--- src/rtl/shift_unit_pipe_pkg.sv ---
// Shared types for the pipelined shift unit: operation encoding and the
// level-to-stage split used by the top-level generate loop.
package shift_unit_pipe_pkg;

    typedef enum logic [2:0] {
        SH_SLL = 3'd0,
        SH_SRL = 3'd1,
        SH_SRA = 3'd2,
        SH_ROL = 3'd3,
        SH_ROR = 3'd4
    } shift_op_t;

    // Lowest level k whose floor(k*stages/levels) equals s.
    function automatic int first_level(input int s, input int levels, input int stages);
        return (s * levels + stages - 1) / stages;
    endfunction

endpackage

--- src/rtl/shift_unit_pipe_level.sv ---
// One combinational barrel-shifter level: shifts or rotates by DIST when enabled.
// Unknown op encodings fall through to the arithmetic-right path.
module shift_level
    import shift_unit_pipe_pkg::*;
#(
    parameter int WIDTH = 32,
    parameter int DIST  = 1
) (
    input  logic [WIDTH-1:0] data,
    input  logic             enable,
    input  shift_op_t        op,
    input  logic             sign,
    output logic [WIDTH-1:0] result
);

    always_comb begin
        result = data;
        if (enable) begin
            case (op)
                SH_SLL:  result = data << DIST;
                SH_SRL:  result = data >> DIST;
                SH_ROL:  result = (data << DIST) | (data >> (WIDTH - DIST));
                SH_ROR:  result = (data >> DIST) | (data << (WIDTH - DIST));
                default: result = (data >> DIST) | ({WIDTH{sign}} << (WIDTH - DIST));
            endcase
        end
    end

endmodule

--- src/rtl/shift_unit_pipe.sv ---
// Pipelined barrel shifter with valid/ready backpressure, flush and a sideband tag.
// The log2(WIDTH) shift levels are spread over STAGES register stages.
module shift_unit_pipe
    import shift_unit_pipe_pkg::*;
#(
    parameter int WIDTH  = 32,
    parameter int STAGES = 3,
    parameter int TAG_W  = 5
) (
    input  logic                     clk,
    input  logic                     reset,
    input  logic                     flush,
    input  logic                     in_valid,
    output logic                     in_ready,
    input  shift_op_t                in_op,
    input  logic [WIDTH-1:0]         in_a,
    input  logic [$clog2(WIDTH)-1:0] in_amt,
    input  logic [TAG_W-1:0]         in_tag,
    output logic                     out_valid,
    input  logic                     out_ready,
    output logic [WIDTH-1:0]         out_result,
    output logic [TAG_W-1:0]         out_tag
);

    localparam int LEVELS = $clog2(WIDTH);

    logic stall;

    assign stall    = out_valid & ~out_ready;
    assign in_ready = ~stall;

    for (genvar s = 0; s < STAGES; s++) begin : g_stage
        localparam int FIRST = first_level(s, LEVELS, STAGES);
        localparam int NEXT  = first_level(s + 1, LEVELS, STAGES);

        logic [WIDTH-1:0]      src_data;
        shift_op_t             src_op;
        logic                  src_sign;
        logic                  src_valid;
        logic [LEVELS-1:FIRST] src_amt;
        logic [TAG_W-1:0]      src_tag;
        logic [WIDTH-1:0]      chain [FIRST:NEXT];
        logic [WIDTH-1:0]      data_q;
        logic [TAG_W-1:0]      tag_q;
        logic                  valid_q;

        if (s == 0) begin : g_src_in
            assign src_data  = in_a;
            assign src_op    = in_op;
            assign src_sign  = in_a[WIDTH-1];
            assign src_amt   = in_amt;
            assign src_tag   = in_tag;
            assign src_valid = in_valid & in_ready;
        end else begin : g_src_prev
            assign src_data  = g_stage[s-1].data_q;
            assign src_op    = g_stage[s-1].g_fwd.op_q;
            assign src_sign  = g_stage[s-1].g_fwd.sign_q;
            assign src_amt   = g_stage[s-1].g_fwd.amt_q;
            assign src_tag   = g_stage[s-1].tag_q;
            assign src_valid = g_stage[s-1].valid_q;
        end

        assign chain[FIRST] = src_data;

        for (genvar k = FIRST; k < NEXT; k++) begin : g_level
            shift_level #(
                .WIDTH (WIDTH),
                .DIST  (1 << k)
            ) u_level (
                .data   (chain[k]),
                .enable (src_amt[k]),
                .op     (src_op),
                .sign   (src_sign),
                .result (chain[k+1])
            );
        end

        // Flush clears occupancy even while stalled; data simply holds.
        always_ff @(posedge clk) begin
            if (reset || flush) begin
                valid_q <= 1'b0;
            end else if (!stall) begin
                valid_q <= src_valid;
            end
        end

        if (s == STAGES - 1) begin : g_out
            always_ff @(posedge clk) begin
                if (reset) begin
                    data_q <= '0;
                    tag_q  <= '0;
                end else if (!stall) begin
                    data_q <= chain[NEXT];
                    tag_q  <= src_tag;
                end
            end
        end else begin : g_fwd
            // Only the amount bits for levels still ahead are carried forward.
            shift_op_t            op_q;
            logic                 sign_q;
            logic [LEVELS-1:NEXT] amt_q;

            always_ff @(posedge clk) begin
                if (!stall) begin
                    data_q <= chain[NEXT];
                    tag_q  <= src_tag;
                    op_q   <= src_op;
                    sign_q <= src_sign;
                    amt_q  <= src_amt[LEVELS-1:NEXT];
                end
            end
        end
    end

    assign out_valid  = g_stage[STAGES-1].valid_q;
    assign out_result = g_stage[STAGES-1].data_q;
    assign out_tag    = g_stage[STAGES-1].tag_q;

endmodule

--- config.mk ---
export PLATFORM = sky130hd
export DESIGN_NAME = shift_unit_pipe
export DESIGN_NICKNAME = d
export VERILOG_FILES = /design/src/rtl/shift_unit_pipe_pkg.sv /design/src/rtl/shift_unit_pipe_level.sv /design/src/rtl/shift_unit_pipe.sv
export SDC_FILE = /design/constraint.sdc
export NUM_CORES = 1
export LEC_CHECK = 0
export BUFFER_PORTS_ARGS = -buffer_cell sky130_fd_sc_hd__buf_4
export CAP_MARGIN = 20
export CORE_MARGIN = 5
export CORE_UTILIZATION = 50
export CTS_CLUSTER_SIZE = 30
export DETAILED_ROUTE_END_ITERATION = 6
export GPL_ROUTABILITY_DRIVEN = 1
export PLACE_DENSITY_LB_ADDON = 0.05
export RECOVER_POWER = 100
export SYNTH_ARGS = -nofsm -noshare
export SYNTH_HDL_FRONTEND = slang
export SYNTH_HIERARCHICAL = 1
export SYNTH_SLANG_ARGS = --single-unit
--- constraint.sdc ---
create_clock -name clk -period 4.2 [get_ports clk]
set_input_delay 0.42 -clock clk [delete_from_list [all_inputs] [get_ports clk]]
set_output_delay 0.42 -clock clk [all_outputs]
set_load 0.02 [all_outputs]
# After elaboration in Yosys (flattened, before gate mapping)
# Index checks and enable logic that the tools add are counted.
dict set report op_classes {
  n_eq_ne 9
  mux 10
  bitwise_logic 18
  reduce_logical 5
}
# cell count
set ops {}
lappend ops {{one-hot mux 32 bit (4 select lines)} 4}
lappend ops {{2-to-1 mux 32 bit} 5}
lappend ops {{one-hot mux 32 bit (3 select lines)} 1}
lappend ops {{OR 24 x 32 -> 32 bit} 2}
lappend ops {{OR 28 x 32 -> 32 bit} 2}
lappend ops {{OR 30 x 32 -> 32 bit} 2}
lappend ops {{OR 31 x 32 -> 32 bit} 2}
lappend ops {{OR 16 x 32 -> 32 bit} 1}
lappend ops {{OR 32 x 1 -> 32 bit} 1}
lappend ops {{OR 32 x 16 -> 32 bit} 1}
lappend ops {{OR 32 x 2 -> 32 bit} 1}
lappend ops {{OR 32 x 4 -> 32 bit} 1}
lappend ops {{OR 32 x 8 -> 32 bit} 1}
lappend ops {{equality test 3 x 1 -> 1 bit, second input constant} 3}
lappend ops {{equality test 3 x 2 -> 1 bit, second input constant} 3}
lappend ops {{equality test 3 bit, second input constant} 3}
lappend ops {{zero test 3 bit} 3}
lappend ops {{bitwise AND 1 bit} 2}
lappend ops {{inverter 1 bit} 2}
lappend ops {{OR reduction 2 bit} 1}
lappend ops {{logical OR 1 bit} 1}
dict set report totals {
  ff_bits 126
  wordCells 57
}

# Longest topological paths before layout
# Gate-level depths: netlist (run 1).
dict set report depth {
  ltp_word 6
  mapped_depth 9
  ltp_nobuf 6
}

# By module
# The synthesis (run 1) kept the hierarchy.
# module n_inst cells_each area_each_um2 seq_area_each_um2
set modules_own_cells {}
lappend modules_own_cells {shift_unit_pipe 1 259 4073.9 3383.2}
lappend modules_own_cells {{shift_level (g_stage[1].g_level[2].u_level)} 1 157 893.4 0.0}
lappend modules_own_cells {{shift_level (g_stage[0].g_level[1].u_level)} 1 157 868.3 0.0}
lappend modules_own_cells {{shift_level (g_stage[1].g_level[3].u_level)} 1 145 859.6 0.0}
lappend modules_own_cells {{shift_level (g_stage[0].g_level[0].u_level)} 1 159 805.8 0.0}
lappend modules_own_cells {{shift_level (g_stage[2].g_level[4].u_level)} 1 46 410.4 0.0}

# Least setup slack after synthesis (run 1)
# OpenSTA, ideal clock, no wires.
dict set report synth_timing {
  kind {register to register}
  startpoint {register g_stage[0].g_fwd.op_q[0]}
  endpoint {register g_stage[1].data_q[30] (data pin)}
  setup_ns 0.256
  arrival_time_ns 1.726
  t_required_ns 3.944
  slack_ns 2.218
  path_stages_with_launch 10
  n_path_buf 3
  cell_sequence {edfxtp_1 buf_4 xor2_2 buf_6 buf_12 o21ai_1 a31oi_1 mux2i_1 o2bb2ai_1 o22a_1}
}
# item line_no
set synth_lines {}
lappend synth_lines {{from (decl)} shift_unit_pipe.sv:99} ;# shift_op_t op_q;
lappend synth_lines {{from (signal assigned)} shift_unit_pipe.sv:107} ;# op_q <= src_op;
lappend synth_lines {{to (signal assigned)} shift_unit_pipe.sv:105} ;# data_q <= chain[NEXT];
lappend synth_lines {{to (decl)} shift_unit_pipe.sv:43} ;# logic [WIDTH-1:0] data_q;

==> results.yml, run 1 <==
cells_and_area:
  drive_gt1_frac: 0.128
  areaGrowthSynthToFinish_pct: 11.3
  final_cells: 1169
  num_antenna_cells: 0
  nets: 990
timing:
  fin_worst_skew_ns: 0.0193
  setup_violations: 0
  min_period_over_period: 0.728
  hold_viol_final: 0
  worst_slew_pin_slew_ns: 1.61
  setup_ws_ns: 1.14
  min_period_ns: 3.06
  slew_headroom: -0.0719
  rsz0062_at_grt: "no"
  fmax_ghz: 0.327
  setup_tns_ns: 0
  maxSlewViolCount: 84
logic_synthesis:
  yosysUniqueCellTypes: 51
  netlist.area_leader.share: 0.326
  yosysTopAreaCell: "edfxtp_1"
  seq_area_frac_synth: 0.428
  synth.most_common_cell: "nor2_1"
  synthTopCellsByCount: "nor2_1, a31oi_1, nand3_1"
  synth-edff-count: 86
  syn_avg_cell_area_sq_um: 8.57
  synthArstFlopShare: 0
  synth_area_sq_mm: 0.00791
  ys_seq_elements: 126
  synth_area_leaders: "edfxtp_1, dfxtp_1, a31oi_1, nand3_1, nor2_1"
  synthCells: 923
  ys.warnings.count: 6
  syn_nets: 973
  synthFlopType: "edfxtp_1"
route:
  drcViolationCount: 0
  ant_nets: 0
  drt_wl_total_microns: 21300
  vias_per_cell: 6.14
  drtPass1Iterations: 5
  first_iter_violations: 500
  routedWlPerCell_microns: 18.2
  num_vias: 7172
global_routing:
  grt_antenna_before_repair: 0
  grt_max_degree: 125
  grt_pass1_vias: 6656
  gr-total-overflow: 0
  track_usage: 0.230
  grt_pass1_wl_microns: 34300
placement:
  pre_cts_slack_ns: 1.32
  place.detailed.hpwl_microns: 15100
  gp_congestion: 0.983
  place_inst: 1136
  portBuffers: 88
power:
  max-vdd-ir-drop_mv: 0.283
  p_leak_uw: 0.00315
  powerDensity_mw_per_mm2: 440
clock_tree:
  path_clk_slew_ns: 0.06
  cts_buffer_depth: 2
  cts-htree-levels: 4
  tritoncts: "done"
  clock_latency_ns: 0.41
  cts_buffers: 17
  clockRootBuffer: "clkbuf_16"
  cts.sinks: 126
  post_cts_resize_count: 0
  cts_hold_buf: 0
  post-cts-setup-buffers: 0
setup_path:
  crit_type: "in2reg"
  cp.arrival_ns: 3.17
  cp_max_fo: 42
  cp.required_ns: 4.31
  critPathSlowestCell: "clkbuf_1"
  path_cells: "buf_4 -> clkbuf_1 -> inv_1 -> nand4_1 -> a31oi_1"
  endpoint_kind: "register"
  startpoint_type: "primary input"
  slowest_delay_ns: 1.17
floorplan:
  io_pins: 89
  die-area_sq_mm: 0.0184
  start_util: 0.504
  core_area_sq_mm: 0.0157
  rows: 46
  fp.dieH_microns: 136
  die_x_microns: 136
job:
  drv_cap: 2
min_path:
  hold_path_class: "in2reg"
status:
  violations: "max-capacitance violations, max-slew violations"
  status: "finished with violations"
## final timing paths
path                                end  slack, ns                      from  cells after the start
setup / recovery   g_stage[0].data_q[1]       1.14                  in_op[2]                      5
hold / removal                out_valid       0.18                     flush                      2
setup reg to reg  g_stage[1].data_q[31]       1.61  g_stage[0].g_fwd.op_q[1]                      6
hold reg to reg     g_stage[1].tag_q[1]       0.42       g_stage[0].tag_q[1]                      0
## worst max-delay path, delay by kind of cell
family / cells / cell delay (ns)
AND/OR/NAND/NOR: 1 / 0.29
buffers and inverters: 3 / 2.31
AO/OA/AOI/OAI: 1 / 0.13
## power breakdown
part	switching [uW]	internal, uW
Sequential	115	1490
Combinational	480	282
Clock	545	964
Total	1140	2730
## layout by cell type, fill, tap and decap left out, types with 33 or more instances in the layout
cell type,instances
a21oi_1,33
a31oi_1,113
buf_4,43
clkbuf_1,44
dfxtp_1,40
edfxtp_1,86
nand2_1,79
nand3_1,100
nor2_1,115
o21ai_0,74
o21ai_1,41
## metrics by stage
step                hold WS (ns)  cell area, sq um  total power [uW]  utilization
global route               0.181              8800              4050        0.560
CTS                        0.169              8980              3930        0.571
finish                     0.184              8800              3870        0.560
global placement           0.401              8330              2390        0.530
floorplan                  0.400              7910              2160            -
detailed placement         0.406              8350              2410        0.531
## kinds of logic after synthesis
| logic type | Yosys count | share of synthesized area |
|---|---|---|
| XOR/XNOR | 8 | 0.0174 |
| AO/OA/AOI/OAI | 331 | 0.268 |
| flip-flops | 126 | 0.428 |
| AND/OR/NAND/NOR | 330 | 0.186 |
| multiplexers | 19 | 0.0240 |
| buffers and inverters | 109 | 0.0772 |
## sequential cells by signal, summed over array words and instances, names as in the netlist
| name | count |
|---|---|
| g_stage.data_q | 64 |
| g_stage.g_fwd.amt_q | 4 |
| g_stage.g_fwd.op_q | 6 |
| g_stage.g_fwd.sign_q | 2 |
| g_stage.tag_q | 10 |
| g_stage.valid_q | 2 |
| out_result | 32 |
| out_tag | 5 |
| out_valid | 1 |
## layer usage
| metal | global-route usage | wire length, microns |
|---|---|---|
| met5 | 0 | 0 |
| met4 | 0.100 | 689 |
| met3 | 0.0357 | 1040 |
| met2 | 0.404 | 10700 |
| met1 | 0.281 | 8900 |
## final cells by class
class	count	area (sq um)
Tap cell	216	270
Timing Repair Buffer	97	578
Clock buffer	23	536
Inverter	10	42.5
Sequential cell	126	3380
Clock inverter	9	91.3
Fill cell	1487	6910
Multi-Input combinational cell	688	3900
Note: power is estimated with default switching activity, not from simulation.
==> run 2: changes to the inputs <==
==> constraint.sdc (replaced) <==
create_clock -name clk -period 2.75 [get_ports clk]
set_input_delay 0.275 -clock clk [delete_from_list [all_inputs] [get_ports clk]]
set_output_delay 0.275 -clock clk [all_outputs]
set_load 0.02 [all_outputs]
==> run 2 against run 1 <==
The flow now finishes without violations. Sequential power grew 52%. Utilization grew 0.19 points. Die area did not move. Count of clock-buffer cells in the layout shrank 3. Combinational power increased by 52%. Non-clock buffer count up 11. Clock power increased by 50%. Wire length fell by 2.7%. Largest cell class unchanged. Largest power group unchanged. Highest routed layer unchanged.
==> results.yml, run 2 (same netlist as run 1, synthesis figures left out) <==
status:
  status: "complete, no violations"
clock_tree:
  tritoncts: "done"
  clockRootBuffer: "clkbuf_16"
  clock_latency_ns: 0.42
  cts.sinks: 126
  path_clk_slew_ns: 0.06
  cts_buffers: 17
  cts-htree-levels: 4
  cts_hold_buf: 0
  post-cts-setup-buffers: 0
  post_cts_resize_count: 0
  cts_buffer_depth: 2
timing:
  worst_slew_pin_slew_ns: 1.20
  setup_violations: 0
  slew_headroom: 0.200
  rsz0062_at_grt: "no"
  fmax_ghz: 0.403
  maxSlewViolCount: 0
  min_period_over_period: 0.902
  setup_tns_ns: 0
  fin_worst_skew_ns: 0.0179
  min_period_ns: 2.48
  hold_viol_final: 0
setup_path:
  cp.arrival_ns: 2.71
  r2r_setup_slack_ns: 0.27
  r2r_cells: 6
  crit_start: "g_stage[0].g_fwd.op_q[1]"
  startpoint_type: "register"
  crit_type: "reg2reg"
  endpoint_kind: "register"
  reg2reg_from: "g_stage[0].g_fwd.op_q[1]"
  cp_max_fo: 10
  reg2reg_to: "g_stage[1].data_q[23]"
  cp.required_ns: 2.98
  setup.worst_path.end: "g_stage[1].data_q[23]"
cells_and_area:
  largest_register: "g_stage.data_q"
  areaGrowthSynthToFinish_pct: 11.7
  num_antenna_cells: 0
  layout_commonest_cell: "nor2_1"
  post-route-util: 0.562
  largest_reg_flops: 64
  nets: 1001
  register_area_sq_mm: 0.00338
  fillCellCount: 1500
  drive_gt1_frac: 0.130
  final_cell_mix: "nor2_1, a31oi_1, nand3_1"
  multi_input_area_sq_mm: 0.00387
placement:
  place.detailed.hpwl_microns: 15300
  portBuffers: 88
  gp_congestion: 0.972
route:
  ant_nets: 0
  drcViolationCount: 0
  drt_wl_total_microns: 20700
  first_iter_violations: 465
  vias_per_cell: 5.96
  num_vias: 7037
  routedWlPerCell_microns: 17.6
  drtPass1Iterations: 7
global_routing:
  track_usage: 0.228
  grt_pass1_wl_microns: 33500
  grt_max_degree: 65
  grt_pass1_vias: 6461
  gr-total-overflow: 0
  grt_antenna_before_repair: 0
floorplan:
  io_pins: 89
  die-area_sq_mm: 0.0184
  fp.dieH_microns: 136
  die_x_microns: 136
  rows: 46
  start_util: 0.504
  core_area_sq_mm: 0.0157
power:
  p_leak_uw: 0.00317
  powerDensity_mw_per_mm2: 662
  total_power_uw: 5840
  max-vdd-ir-drop_mv: 0.406
min_path:
  hold_path_class: "in2reg"
job:
  drv_cap: 0
## run 2: routing by layer
layer | track usage | vias to the layer above | routed length (microns)
li1 | - | 3488 | -
met1 | 0.278 | 3297 | 8650
met2 | 0.402 | 216 | 10700
met3 | 0.0386 | 36 | 861
met4 | 0.0868 | 0 | 509
met5 | 0 | - | 0
## run 2: worst max-delay path, cell delays in order, from the launching register on
cell and delay, ns:
edfxtp_1 0.53, clkbuf_1 0.46, mux2i_1 0.13, o21ai_0 0.52, o22a_1 0.32, o21ai_0 0.11
a31oi_1 0.23
## run 2: layout make-up
type | instances | area share
tap | 216 | 0.0306
clock inverter | 12 | 0.0149
multi-input combinational | 688 | 0.439
sequential | 126 | 0.383
clock buffer | 20 | 0.0542
timing repair buffer | 108 | 0.0738
inverter | 10 | 0.00482
## run 2: worst min-delay path by stage
stage	endpoint	startpoint	slack (ns)	cells past startpoint
2_1_floorplan	g_stage[0].valid_q	flush	0.35	1
3_3_place_gp	g_stage[1].tag_q[1]	g_stage[0].tag_q[1]	0.40	0
3_5_place_dp	g_stage[1].tag_q[1]	g_stage[0].tag_q[1]	0.41	0
4_1_cts	g_stage[0].g_fwd.amt_q[3]	in_amt[3]	0.01	1
5_1_grt	g_stage[1].valid_q	flush	0.03	2
6_report	g_stage[1].valid_q	flush	0.05	2
## run 2: report_power, final
group	internal (uW)	leakage (uW)	total (uW)	switching, uW
Clock	1440	0.000289	2260	813
Sequential	2270	0.00122	2430	161
Combinational	436	0.00166	1160	722
Total	4150	0.00317	5840	1700
## run 2: metrics by stage
stage          area, sq um  hold slack [ns]  instances  worst slack (ns)
3_5_place_dp          8450            0.407       1147             0.124
6_report              8830           0.0464       1180             0.269
2_1_floorplan         7910            0.354        923             0.768
5_1_grt               8830           0.0256       1180            0.0794
4_1_cts               9060           0.0114       1179             0.348
3_3_place_gp          8450            0.401       1147             0.206
==> run 3: changes to the inputs <==
--- a/config.mk
+++ b/config.mk
@@ -5,12 +5,12 @@
 export SDC_FILE = /design/constraint.sdc
 export NUM_CORES = 1
 export LEC_CHECK = 0
-export BUFFER_PORTS_ARGS = -buffer_cell sky130_fd_sc_hd__buf_4
 export CAP_MARGIN = 20
 export CORE_MARGIN = 5
 export CORE_UTILIZATION = 50
 export CTS_CLUSTER_SIZE = 30
 export DETAILED_ROUTE_END_ITERATION = 6
+export DONT_BUFFER_PORTS = 1
 export GPL_ROUTABILITY_DRIVEN = 1
 export PLACE_DENSITY_LB_ADDON = 0.05
 export RECOVER_POWER = 100
==> run 3 against run 2 <==
Flip-flop and latch count unchanged. Cell count down 6.6%. Largest power group unchanged. Critical path depth down 3. Cell area down 4.8%. Total power down 6.0%. Via count down 3.9%. Non-clock buffer count down 78. Critical endpoint is now g_stage[1].g_fwd.op_q[0]. Count of clock-buffer cells in the layout up 4. Largest cell class unchanged. Wire length down 4.4%.
==> results.yml, run 3 (same netlist as run 1, synthesis figures left out) <==
status:
  status: "complete, no violations"
power:
  p_leak_uw: 0.00294
  powerDensity_mw_per_mm2: 653
  total_power_uw: 5490
  max-vdd-ir-drop_mv: 0.370
global_routing:
  grt_max_degree: 74
  track_usage: 0.212
  gr-usage-met1: 0.260
  grt_pass1_wl_microns: 31400
  gr-total-overflow: 0
  global_route.usage.met3: 0.0383
  grt_pass1_vias: 6192
  grt_antenna_before_repair: 0
  top_usage_layer: "met2"
  use_met2: 0.382
route:
  drcViolationCount: 0
  first_iter_violations: 410
  ant_nets: 0
  vias_per_cell: 6.13
  num_vias: 6760
  drtPass1Iterations: 5
  routedWlPerCell_microns: 18.0
  drt_wl_total_microns: 19800
floorplan:
  core_area_sq_mm: 0.0157
  die_x_microns: 136
  die-area_sq_mm: 0.0184
  io_pins: 89
  fp.dieH_microns: 136
  start_util: 0.504
  rows: 46
setup_path:
  crit_type: "reg2reg"
  cp_max_fo: 52
  setup.worst_path.end: "g_stage[1].g_fwd.op_q[0]"
  cp.required_ns: 2.65
  r2r_cells: 3
  reg2reg_to: "g_stage[1].g_fwd.op_q[0]"
  startpoint_type: "register"
  reg2reg_from: "out_valid"
  cp.arrival_ns: 2.31
  r2r_setup_slack_ns: 0.34
  crit_start: "out_valid"
  endpoint_kind: "register"
timing:
  holdWs_ns: 0.0804
  worst_slew_pin_slew_ns: 1.24
  rsz0062_at_grt: "no"
  slew_headroom: 0.171
  setup_violations: 0
  hold_viol_final: 0
  min_period_ns: 2.41
  min_period_over_period: 0.875
  setup_tns_ns: 0
  fmax_ghz: 0.416
  maxSlewViolCount: 0
  fin_worst_skew_ns: 0.00824
placement:
  portBuffers: 0
  place.detailed.hpwl_microns: 14400
  gp_congestion: 0.939
  place_inst: 1056
cells_and_area:
  num_antenna_cells: 0
  largest_reg_flops: 64
  layout_commonest_cell: "nor2_1"
  nets: 923
  largest_register: "g_stage.data_q"
  final_cells: 1102
  final_cell_mix: "nor2_1, a31oi_1, nand3_1"
  drive_gt1_frac: 0.0847
  areaGrowthSynthToFinish_pct: 6.28
clock_tree:
  tritoncts: "done"
  clock_latency_ns: 0.40
  cts.sinks: 126
  cts_buffer_depth: 2
  post-cts-setup-buffers: 0
  clockRootBuffer: "clkbuf_16"
  post_cts_resize_count: 0
  path_clk_slew_ns: 0.06
  cts_hold_buf: 14
  cts_buffers: 17
  cts-htree-levels: 4
job:
  drv_cap: 0
min_path:
  hold_path_class: "in2reg"
-- run 3: changes by cell type in the layout (fill, tap and decap cells not counted), moves of 2 or more --
cell           before  now
inv_4               0    2
o21ai_0            82   72
o21ai_1            33   43
buf_12              1    3
bufinv_16           2    0
clkbuf_4            8    0
a21oi_1            36   34
dlygate4sd3_1       0   13
a21oi_2             3    5
clkinvlp_4          4    0
buf_4              49   10
clkbuf_1           46    6
-- run 3: area by class of cell --
cell class                 instances  area [sq um]
inverter                          10          42.5
fill                            1496          7300
multi-input combinational        688          3880
sequential                       126          3380
tap                              216           270
clock buffer                      24           494
clock inverter                     8          53.8
timing repair buffer              30           284
-- run 3: critical path, cell delays in order, from the launching register on --
cell	delay, ns
dfxtp_1	0.43
nor2b_1	0.31
clkinv_4	0.35
clkbuf_2	0.77
-- run 3: how the worst min path moves through the flow --
| stage | start | to | slack, ns | cells past startpoint |
|---|---|---|---|---|
| 2_1_floorplan | flush | g_stage[0].valid_q | 0.35 | 1 |
| 3_3_place_gp | reset | out_result[15] | 0.34 | 1 |
| 3_5_place_dp | reset | out_result[17] | 0.34 | 1 |
| 4_1_cts | in_valid | g_stage[0].valid_q | 0.07 | 2 |
| 5_1_grt | in_amt[1] | g_stage[0].data_q[9] | 0.1 | 1 |
| 6_report | in_valid | g_stage[0].valid_q | 0.08 | 2 |
-- run 3: routing by layer --
layer | vias to the layer above | part of all wire
li1 | 3332 | -
met1 | 3200 | 0.42
met3 | 11 | 0.052
met5 | - | 0
met2 | 217 | 0.51
met4 | 0 | 0.013
-- run 3: stage by stage --
step / util / setup slack [ns] / area (sq um)
2_1_floorplan: - / 0.768 / 7910
3_3_place_gp: 0.496 / 0.585 / 7790
3_5_place_dp: 0.496 / 0.432 / 7790
4_1_cts: 0.540 / 0.401 / 8480
5_1_grt: 0.535 / 0.148 / 8410
6_report: 0.535 / 0.343 / 8410
-- run 3: where the power goes --
part           switching, uW  internal, uW
Sequential               241          2270
Combinational            562           390
Clock                    767          1260
